$ cat config.mk
export PLATFORM = sky130hd
export DESIGN_NAME = step_pulse_conditioner_flat
export DESIGN_NICKNAME = d
export VERILOG_FILES = /design/src/rtl/step_pulse_conditioner_if.sv /design/src/rtl/step_pulse_conditioner.sv /design/src/flat_wrapper.sv
export SDC_FILE = /design/constraint.sdc
export NUM_CORES = 1
export LEC_CHECK = 0
export BUFFER_PORTS_ARGS = -buffer_cell sky130_fd_sc_hd__buf_4
export CAP_MARGIN = 5
export CORE_UTILIZATION = 60
export CTS_BUF_LIST = sky130_fd_sc_hd__clkbuf_8 sky130_fd_sc_hd__clkbuf_16
export DETAILED_ROUTE_END_ITERATION = 8
export PLACE_DENSITY = 0.91
export SLEW_MARGIN = 20
export SYNTH_ARGS = -nofsm -noshare
export SYNTH_HDL_FRONTEND = slang
export SYNTH_SLANG_ARGS = --single-unit
$ cat constraint.sdc
create_clock -name clk -period 6.24 [get_ports clk]
set_input_delay 1.248 -clock clk [delete_from_list [all_inputs] [get_ports clk]]
set_output_delay 1.248 -clock clk [all_outputs]
set_load 0.01 [all_outputs]
$ cat src/rtl/step_pulse_conditioner_if.sv
`default_nettype none
// ============================================================================
//  Module      : step_pulse_conditioner_if
//  Description : Bus between the per-axis stepper PIO register block and the
//                step pulse conditioner.
//                master : drives pio_in / pos_clear / overrun_clr and observes
//                         the driver pins, position and status.
//                slave  : the conditioner itself.
//  Ports       : pio_in[2:0]  PIO levels {enable, direction, step request}
//                pos_clear    one-cycle synchronous clear of position
//                overrun_clr  one-cycle synchronous clear of overrun
//                step_out     driver STEP pin
//                dir_out      driver DIR pin
//                en_n_out     driver ENABLE pin, active low
//                position     signed step count (two's complement)
//                overrun      sticky dropped-request flag
//                busy         pulse in flight or request pending
//  Revision    : 1.0 - initial release
// ============================================================================
interface step_pulse_conditioner_if #(
    parameter int POS_W = 32
);
    logic [2:0]       pio_in;
    logic             pos_clear;
    logic             overrun_clr;
    logic             step_out;
    logic             dir_out;
    logic             en_n_out;
    logic [POS_W-1:0] position;
    logic             overrun;
    logic             busy;

    modport master (
        output pio_in, pos_clear, overrun_clr,
        input  step_out, dir_out, en_n_out, position, overrun, busy
    );

    modport slave (
        input  pio_in, pos_clear, overrun_clr,
        output step_out, dir_out, en_n_out, position, overrun, busy
    );
endinterface
`default_nettype wire

$ cat src/rtl/step_pulse_conditioner.sv
`default_nettype none
// ============================================================================
//  Module      : step_pulse_conditioner
//  Description : Converts software-toggled PIO step/dir/enable levels into
//                stepper-driver-legal timing: direction setup before each
//                step edge, minimum step high and low widths, a one-deep
//                request queue with sticky overrun, and a signed position
//                counter.
//  Ports       : clk      system clock
//                reset_n  asynchronous active-low reset
//                bus      step_pulse_conditioner_if.slave (see interface)
//  Revision    : 1.0 - initial release
// ============================================================================
module step_pulse_conditioner #(
    parameter int DIR_SETUP_CYC  = 10,
    parameter int PULSE_HIGH_CYC = 100,
    parameter int PULSE_LOW_CYC  = 100,
    parameter int CNT_W          = 16,
    parameter int POS_W          = 32
) (
    input  wire logic               clk,
    input  wire logic               reset_n,
    step_pulse_conditioner_if.slave bus
);

    typedef enum logic [1:0] {
        ST_IDLE      = 2'd0,
        ST_DIR_SETUP = 2'd1,
        ST_HIGH      = 2'd2,
        ST_LOW       = 2'd3
    } state_t;

    // Timers count down to zero, so each phase loads its length minus one.
    localparam logic [CNT_W-1:0] C_DIR_LOAD  = CNT_W'(DIR_SETUP_CYC - 1);
    localparam logic [CNT_W-1:0] C_HIGH_LOAD = CNT_W'(PULSE_HIGH_CYC - 1);
    localparam logic [CNT_W-1:0] C_LOW_LOAD  = CNT_W'(PULSE_LOW_CYC - 1);
    localparam logic [POS_W-1:0] C_POS_ONE   = POS_W'(1);

    state_t           state_q,     state_d;
    logic [CNT_W-1:0] timer_q,     timer_d;
    logic             step_prev_q, step_prev_d;
    logic             pending_q,   pending_d;
    logic             step_out_q,  step_out_d;
    logic             dir_out_q,   dir_out_d;
    logic             en_n_out_q,  en_n_out_d;
    logic [POS_W-1:0] position_q,  position_d;
    logic             overrun_q,   overrun_d;
    logic             busy_q,      busy_d;

    logic w_enable;
    logic w_req;
    logic w_enter_high;
    logic w_drop;

    always_comb begin
        state_d      = state_q;
        timer_d      = timer_q;
        pending_d    = pending_q;
        dir_out_d    = dir_out_q;
        position_d   = position_q;
        overrun_d    = overrun_q;
        w_enter_high = 1'b0;
        w_drop       = 1'b0;

        w_enable    = bus.pio_in[2];
        // Edges seen while disabled are discarded outright.
        w_req       = bus.pio_in[0] & ~step_prev_q & w_enable;
        step_prev_d = bus.pio_in[0];
        en_n_out_d  = ~w_enable;

        case (state_q)
            ST_IDLE: begin
                if (w_req || (pending_q && w_enable)) begin
                    pending_d = 1'b0;
                    if (bus.pio_in[1] != dir_out_q) begin
                        dir_out_d = bus.pio_in[1];
                        state_d   = ST_DIR_SETUP;
                        timer_d   = C_DIR_LOAD;
                    end else begin
                        state_d      = ST_HIGH;
                        timer_d      = C_HIGH_LOAD;
                        w_enter_high = 1'b1;
                    end
                end
            end
            ST_DIR_SETUP: begin
                if (timer_q == '0) begin
                    state_d      = ST_HIGH;
                    timer_d      = C_HIGH_LOAD;
                    w_enter_high = 1'b1;
                end else begin
                    timer_d = timer_q - 1'b1;
                end
            end
            ST_HIGH: begin
                if (timer_q == '0) begin
                    state_d = ST_LOW;
                    timer_d = C_LOW_LOAD;
                end else begin
                    timer_d = timer_q - 1'b1;
                end
            end
            default: begin // ST_LOW
                if (timer_q == '0) begin
                    state_d = ST_IDLE;
                end else begin
                    timer_d = timer_q - 1'b1;
                end
            end
        endcase

        // One-deep queue for requests arriving mid-pulse.
        if (state_q != ST_IDLE && w_req) begin
            if (pending_q) begin
                w_drop = 1'b1;
            end else begin
                pending_d = 1'b1;
            end
        end
        if (!w_enable) begin
            pending_d = 1'b0;
        end

        // dir_out_d is already the direction the pulse will carry.
        if (w_enter_high) begin
            position_d = dir_out_d ? position_q + C_POS_ONE
                                   : position_q - C_POS_ONE;
        end
        if (bus.pos_clear) begin
            position_d = '0;
        end

        // A new overrun wins over a simultaneous clear.
        if (bus.overrun_clr) begin
            overrun_d = 1'b0;
        end
        if (w_drop) begin
            overrun_d = 1'b1;
        end

        step_out_d = (state_d == ST_HIGH);
        busy_d     = (state_d != ST_IDLE) | pending_d;
    end

    always_ff @(posedge clk or negedge reset_n) begin
        if (!reset_n) begin
            state_q     <= ST_IDLE;
            timer_q     <= '0;
            step_prev_q <= 1'b1;
            pending_q   <= 1'b0;
            step_out_q  <= 1'b0;
            dir_out_q   <= 1'b0;
            en_n_out_q  <= 1'b1;
            position_q  <= '0;
            overrun_q   <= 1'b0;
            busy_q      <= 1'b0;
        end else begin
            state_q     <= state_d;
            timer_q     <= timer_d;
            step_prev_q <= step_prev_d;
            pending_q   <= pending_d;
            step_out_q  <= step_out_d;
            dir_out_q   <= dir_out_d;
            en_n_out_q  <= en_n_out_d;
            position_q  <= position_d;
            overrun_q   <= overrun_d;
            busy_q      <= busy_d;
        end
    end

    assign bus.step_out = step_out_q;
    assign bus.dir_out  = dir_out_q;
    assign bus.en_n_out = en_n_out_q;
    assign bus.position = position_q;
    assign bus.overrun  = overrun_q;
    assign bus.busy     = busy_q;

endmodule
`default_nettype wire
$ cat src/flat_wrapper.sv
// flat-port wrapper written by rule: the top's interface ports become plain ports
module step_pulse_conditioner_flat 
#(
    parameter int DIR_SETUP_CYC  = 10,
    parameter int PULSE_HIGH_CYC = 100,
    parameter int PULSE_LOW_CYC  = 100,
    parameter int CNT_W          = 16,
    parameter int POS_W          = 32
)
  (clk, reset_n, bus_pio_in, bus_pos_clear, bus_overrun_clr, bus_step_out, bus_dir_out, bus_en_n_out, bus_position, bus_overrun, bus_busy);
  step_pulse_conditioner_if #(.POS_W(POS_W)) bus_i ();
  input  wire logic clk;
  input  wire logic reset_n;
  input wire logic [$bits(bus_i.pio_in)-1:0] bus_pio_in;
  input wire logic [$bits(bus_i.pos_clear)-1:0] bus_pos_clear;
  input wire logic [$bits(bus_i.overrun_clr)-1:0] bus_overrun_clr;
  output wire logic [$bits(bus_i.step_out)-1:0] bus_step_out;
  output wire logic [$bits(bus_i.dir_out)-1:0] bus_dir_out;
  output wire logic [$bits(bus_i.en_n_out)-1:0] bus_en_n_out;
  output wire logic [$bits(bus_i.position)-1:0] bus_position;
  output wire logic [$bits(bus_i.overrun)-1:0] bus_overrun;
  output wire logic [$bits(bus_i.busy)-1:0] bus_busy;
  assign bus_i.pio_in = bus_pio_in;
  assign bus_i.pos_clear = bus_pos_clear;
  assign bus_i.overrun_clr = bus_overrun_clr;
  assign bus_step_out = bus_i.step_out;
  assign bus_dir_out = bus_i.dir_out;
  assign bus_en_n_out = bus_i.en_n_out;
  assign bus_position = bus_i.position;
  assign bus_overrun = bus_i.overrun;
  assign bus_busy = bus_i.busy;
  step_pulse_conditioner #(.DIR_SETUP_CYC(DIR_SETUP_CYC), .PULSE_HIGH_CYC(PULSE_HIGH_CYC), .PULSE_LOW_CYC(PULSE_LOW_CYC), .CNT_W(CNT_W), .POS_W(POS_W)) u_core (.clk(clk), .reset_n(reset_n), .bus(bus_i));
endmodule
==> results.ini, run 1 <==
[layout]
final_cell_mix = sky130_fd_sc_hd__nor2_1 (76), sky130_fd_sc_hd__dfrtp_1 (55), sky130_fd_sc_hd__buf_4 (46), sky130_fd_sc_hd__nand2_1 (40), sky130_fd_sc_hd__nor3_1 (29)
area_growth_syn_to_layout_pct = 11.8
mostFrequentLayoutCell = sky130_fd_sc_hd__nor2_1
final_net_count = 549
post_route_cells_drive_above_1_share = 0.136
diode_insertion_count_for_antenna_repair = 0

[route]
route.vias.total = 4089
wire_length_per_cell_um = 17.0
postRouteWirelength_um = 10400
viasPerCell = 6.65
antenna_violating_nets_post_route = 0
drt_drc_violations_left = 6
drt_first_pass_iters = 8
drt-initial-drc-count = 506

[floorplan]
die-height_um = 84.1
pin_count = 44
placementRows = 29
core-area_um2 = 6420
die_area_um2 = 7070
floorplan.initialDensity = 0.630
overall_die_width_um = 84.1

[timing]
shortest_period_the_worst_path_allows_ns = 4.35
fin_crit_sh = 0.697
finalSetupViolations = 0
worst_slew_margin_rel = 0.418
report.final.hold_viol_count = 0
fin_skew_ns = 0.00918
fmax_mhz = 230
rsz0062_at_grt = no
max_slew.worst_pin.slew_ns = 0.869
finalSetupTns_ns = 0
report.final.slew_viol_count = 0

[yosys]
netlist_area_um2 = 4050
syn-mean-instance-area_um2 = 7.92
synth-seq-cells = 57
synth_async_sr_flop_share = 1.00
synth-main-ff-cell = sky130_fd_sc_hd__dfrtp_1
post_synth_edffs = 0
post_synth_inst_count = 511
yosys_warnings = 0
syn-num-nets = 526
netlist.top_cell.by_area = sky130_fd_sc_hd__dfrtp_1
post-synth-top-area-fraction = 0.340
synth-seq-area-share = 0.353
post_synth_main_area_contributors = sky130_fd_sc_hd__dfrtp_1 (34%), sky130_fd_sc_hd__nor2_1 (7.1%), sky130_fd_sc_hd__nand2_1 (3.7%)
netlist-cell-type-count = 60

[setup_path]
critical_path_arrival_ns = 4.58
worstSetupPathType = in -> reg
crit-reg2reg-launch = u_core.state_q[0]
worst-path-stages = 14
worst_setup_path_end_kind = flip-flop
cpMaxStageDelayCell = sky130_fd_sc_hd__or4b_1
path_delay_family = simple AND/OR/NAND/NOR gates
timing.critical_path.buf_inv = 1
worst_path_largest_cell_delay_ns = 0.54
timing.critical_path.cells = buf_4 -> nor2b_1 -> o2111ai_1 -> nand2_1 -> xnor2_1 -> ha_1 -> or3_1 -> or4_1 -> or4b_1 -> o21ai_2 -> a2111oi_0 -> and2_0 -> o21ai_1 -> mux2_1
cp_data_required_time_ns = 6.47
worstSetupStartpointType = input port
regToRegSetupSlack_ns = 1.99
crit-reg2reg-capture = u_core.bus.position[22]
crit_path_max_fanout = 5
number_of_cells_on_the_worst_reg_to_reg_path = 15
setup.worst_path.start = bus_pio_in[0]
crit_end = u_core.bus.position[22]

[grt]
antenna_violations_before_repair = 0
first_global_vias = 3653
gr-usage-all-layers = 0.310
grt_first_pass_wirelength_um = 17600
grt_start_max_net_pins = 58
global_route.overflow_total = 0

[placed_design]
hpwl_um = 7090
placement.io_buffers = 43
gp_congestion = 1.01

[clocking]
worst_skew_pair.late_latency_ns = 0.34
worst_setup_hold_path_clk_slew_ns = 0.07
cts_buffers = 9
ctsRootBufferMaster = sky130_fd_sc_hd__clkbuf_8
clock_tree_from_tritoncts = built
max-clock-path-buffers = 2
cts_max_level = 3
post_cts_buffers = 0
cts_resized = 0
ctsHoldBuffers = 0
cts_sink_cnt = 57

[min_path]
type_of_the_worst_min_delay_path = reg -> reg

[power_and_ir_drop]
power-per-cell-area_nw_per_um2 = 296
p_leak_nw = 2.04
irDropWorstVdd_mv = 0.134
total_power_mw = 1.34

[flow_run]
cap_viol_max_count = 0

[run_status]
run_status = complete, but fails checks
violations = DRC

==> where the power goes <==
group,total (mW),switching [mW],internal [mW]
Clock,0.297,0.149,0.148
Sequential,0.487,0.0589,0.428
Combinational,0.555,0.336,0.219
==> how the worst min path moves through the flow <==
stage	cells after the start	end	slack [ns]	from
2_1_floorplan	1	u_core.timer_q[6]	0.49	u_core.timer_q[6]
3_3_place_gp	2	u_core.timer_q[15]	0.51	u_core.timer_q[15]
4_1_cts	1	u_core.timer_q[6]	0.54	u_core.timer_q[6]
5_1_grt	1	u_core.timer_q[6]	0.56	u_core.timer_q[6]
6_report	1	u_core.timer_q[6]	0.54	u_core.timer_q[6]
3_5_place_dp	1	u_core.timer_q[6]	0.52	u_core.timer_q[6]
==> cell type report <==
cell class	count	area, um^2
multi-input cells	408	2440
clock buffers	10	138
repair buffers	46	345
flip-flops and latches	57	1430
inverters	12	45.0
fillers	495	1900
well taps	77	96.3
clock inverters	5	25.0
==> kinds of logic after synthesis <==
group           Yosys count  share of synthesized area
flops                    57                      0.353
compound gates           96                      0.149
buf+inv                  46                     0.0427
simple gates            264                      0.341
xor+xnor                 33                     0.0714
mux                       7                     0.0179
fa+ha+maj                 8                     0.0247
==> registers in the layout, indices dropped and copies added (netlist names) <==
name                 count
u_core.bus.position     32
u_core.timer_q          16
u_core.state_q           2
u_core.bus.busy          1
u_core.bus.dir_out       1
u_core.bus.en_n_out      1
u_core.bus.overrun       1
u_core.bus.step_out      1
u_core.pending_q         1
u_core.step_prev_q       1
==> synth_stat cells (all sizes together), types with 3 or more instances <==
| master | count |
|---|---|
| a21boi | 3 |
| a21o | 4 |
| a21oi | 28 |
| a22o | 3 |
| a31oi | 7 |
| and2 | 5 |
| and3 | 6 |
| buf | 3 |
| clkbuf | 31 |
| dfrtp | 55 |
| ha | 8 |
| inv | 12 |
| mux2i | 5 |
| nand2 | 40 |
| nand3 | 18 |
| nand4 | 14 |
| nor2 | 76 |
| nor2b | 6 |
| nor3 | 31 |
| nor4 | 15 |
| nor4b | 3 |
| o21a | 3 |
| o21ai | 27 |
| o22ai | 6 |
| or3 | 22 |
| or4 | 15 |
| xnor2 | 16 |
| xor2 | 17 |
==> through the flow <==
stage	instances	util	setup slack (ns)	hold WS, ns	instance area [um^2]
after floorplan	511	-	1.18	0.489	4050
after detailed placement	600	0.679	1.56	0.525	4360
after global placement	600	0.679	1.67	0.514	4360
after global routing	615	0.704	1.74	0.558	4520
final	615	0.704	1.89	0.542	4520
after CTS	615	0.704	1.91	0.544	4520
==> worst reg2reg max path, stage by stage, from the launching register on <==
cell	delay, ns
sky130_fd_sc_hd__dfrtp_1	0.40
sky130_fd_sc_hd__inv_1	0.12
sky130_fd_sc_hd__ha_1	0.39
sky130_fd_sc_hd__a21boi_0	0.19
sky130_fd_sc_hd__a21oi_1	0.25
sky130_fd_sc_hd__nand2_1	0.13
sky130_fd_sc_hd__xnor2_1	0.16
sky130_fd_sc_hd__ha_1	0.24
sky130_fd_sc_hd__or3_1	0.37
sky130_fd_sc_hd__or4_1	0.43
sky130_fd_sc_hd__or4b_1	0.54
sky130_fd_sc_hd__o21ai_2	0.14
sky130_fd_sc_hd__a2111oi_0	0.12
sky130_fd_sc_hd__and2_0	0.18
sky130_fd_sc_hd__o21ai_1	0.13
sky130_fd_sc_hd__mux2_1	0.33
==> layer usage <==
metal,up-vias,routed length [um],GRT usage
li1,1896,-,-
met1,1905,4460,0.427
met2,252,4800,0.481
met3,36,935,0.0663
met4,0,238,0.118
met5,-,0,0
No activity file was read; power rests on OpenSTA's default activity.
==> run 2: changes to the inputs <==
clock period = 4.1 ns   (was 6.24 ns; I/O delays follow)
==> run 2 against run 1 <==
Against the previous run: largest cell class unchanged; critical path type is now reg -> reg; die area stayed put; sequential power grew 53%; sequential share of layout area down 0.74 points; clock-buffer cell count decreased by 1; the run still ends with DRC left; final cell count increased by 0.81%; via count is 1.1% higher; core utilization rose by 1.7 points.
==> results.ini, run 2 (synthesized netlist as in run 1, its figures left out) <==
[placed_design]
dp_cells = 604
gp_congestion = 0.972
placement.io_buffers = 43
hpwl_um = 7580

[timing]
fmax_mhz = 258
report.final.slew_viol_count = 0
worst_slew_margin_rel = 0.411
fin_skew_ns = 0.0168
finalSetupViolations = 0
report.final.hold_viol_count = 0
shortest_period_the_worst_path_allows_ns = 3.87
finalHoldWorstSlack_ns = 0.506
fin_crit_sh = 0.944
rsz0062_at_grt = no
max_slew.worst_pin.slew_ns = 0.880

[clocking]
cts_sink_cnt = 57
post_cts_buffers = 0
ctsRootBufferMaster = sky130_fd_sc_hd__clkbuf_8
cts_buffers = 9
worst_setup_hold_path_clk_slew_ns = 0.08
cts_max_level = 3
max-clock-path-buffers = 2
clock_tree_from_tritoncts = built
ctsHoldBuffers = 0
worst_skew_pair.late_latency_ns = 0.36
cts_resized = 0

[floorplan]
core-area_um2 = 6420
pin_count = 44
die-height_um = 84.1
overall_die_width_um = 84.1
die_area_um2 = 7070
floorplan.initialDensity = 0.630
placementRows = 29

[layout]
post_route_cells_drive_above_1_share = 0.153
final-seq-area_um2 = 1430
final_net_count = 553
multiInputGateArea_um2 = 2470
max_reg_flops = 32
final-instance-count-excl-fill = 620
diode_insertion_count_for_antenna_repair = 0
area_growth_syn_to_layout_pct = 14.5
mostFrequentLayoutCell = sky130_fd_sc_hd__nor2_1
fill_cells = 465
final_cell_mix = sky130_fd_sc_hd__nor2_1 (76), sky130_fd_sc_hd__dfrtp_1 (55), sky130_fd_sc_hd__buf_4 (50), sky130_fd_sc_hd__nand2_1 (40), sky130_fd_sc_hd__nor3_1 (29)

[setup_path]
crit-reg2reg-capture = u_core.bus.position[22]
cpMaxStageDelayCell = sky130_fd_sc_hd__or4b_4
worstSetupPathType = reg -> reg
path_delay_family = simple AND/OR/NAND/NOR gates
worst_path_largest_cell_delay_ns = 0.54
regToRegSetupSlack_ns = 0.23
timing.critical_path.buf_inv = 1
crit-reg2reg-launch = u_core.state_q[1]
number_of_cells_on_the_worst_reg_to_reg_path = 15
worst_setup_path_end_kind = flip-flop
worstSetupStartpointType = flip-flop
cp_data_required_time_ns = 4.33
critical_path_arrival_ns = 4.10
crit_path_max_fanout = 5
timing.critical_path.cells = inv_1 -> ha_1 -> a21boi_0 -> a21oi_2 -> nand2_1 -> xnor2_1 -> ha_2 -> or3_4 -> or4_1 -> or4b_4 -> o21ai_4 -> a2111oi_0 -> and2_0 -> o21ai_1 -> mux2_1

[route]
drt_first_pass_iters = 7
postRouteWirelength_um = 11300
antenna_violating_nets_post_route = 0
drt-initial-drc-count = 439
viasPerCell = 6.67
wire_length_per_cell_um = 18.3
route.vias.total = 4134
drt_drc_violations_left = 6

[power_and_ir_drop]
p_leak_nw = 2.07
irDropWorstVdd_mv = 0.261
power-per-cell-area_nw_per_um2 = 479

[grt]
antenna_violations_before_repair = 0
grt_first_pass_wirelength_um = 18300
global_route.overflow_total = 0
first_global_vias = 3707
gr-usage-all-layers = 0.325
grt_start_max_net_pins = 58

[run_status]
violations = DRC
run_status = complete, but fails checks

[min_path]
type_of_the_worst_min_delay_path = in -> async

[flow_run]
cap_viol_max_count = 0

## run 2: layout make-up
class,instances,area share
repair buffers,50,0.0811
clock buffers,9,0.0267
multi-input cells,408,0.534
well taps,77,0.0208
inverters,12,0.00973
flip-flops and latches,57,0.309
clock inverters,7,0.0192
## run 2: per-layer routing
layer  part of all wire  vias up  global-route usage
met2               0.46      261               0.506
li1                   -     1905                   -
met1               0.42     1930               0.437
met3              0.091       38              0.0653
met4              0.028        0               0.155
met5                  0        -                   0
## run 2: how the worst max path moves through the flow
stage / end / slack [ns] / cells after the start / start
finish: u_core.bus.position[22] / 0.23 / 15 / u_core.state_q[1]
global route: u_core.bus.position[22] / 0.07 / 15 / u_core.state_q[0]
CTS: u_core.bus.position[22] / 0.20 / 15 / u_core.state_q[1]
detailed placement: u_core.bus.position[22] / 0.009 / 14 / bus_pio_in[2]
global placement: u_core.bus.position[22] / 0.12 / 14 / bus_pio_in[0]
floorplan: u_core.bus.position[22] / -0.11 / 16 / bus_pio_in[0]
## run 2: worst register-to-register path, delay by kind of cell (launching register included)
family                     cells  cell delay, ns
DFF                            1            0.43
adders and majority gates      2            0.40
and+or+nand+nor                5            1.64
xor gates and xnor gates       1            0.14
buffers and inverters          1            0.14
AOI/OAI and AO/OA              5            0.67
muxes                          1            0.33
## run 2: stage by stage
step | utilization | setup slack [ns] | power, mW | instance area [um^2] | setup TNS (ns)
floorplan | - | -0.110 | 1.40 | 4090 | -0.110
global placement | 0.687 | 0.123 | 1.56 | 4410 | 0
detailed placement | 0.687 | 0.00876 | 1.61 | 4410 | 0
CTS | 0.720 | 0.205 | 2.20 | 4630 | 0
global route | 0.721 | 0.0675 | 2.34 | 4630 | 0
finish | 0.721 | 0.228 | 2.22 | 4630 | 0
## run 2: report_power, final
part	leakage (nW)	internal (mW)	total [mW]	switching (mW)
registers	0.761	0.651	0.746	0.0944
logic	1.20	0.347	0.887	0.540
clock network	0.112	0.338	0.587	0.250
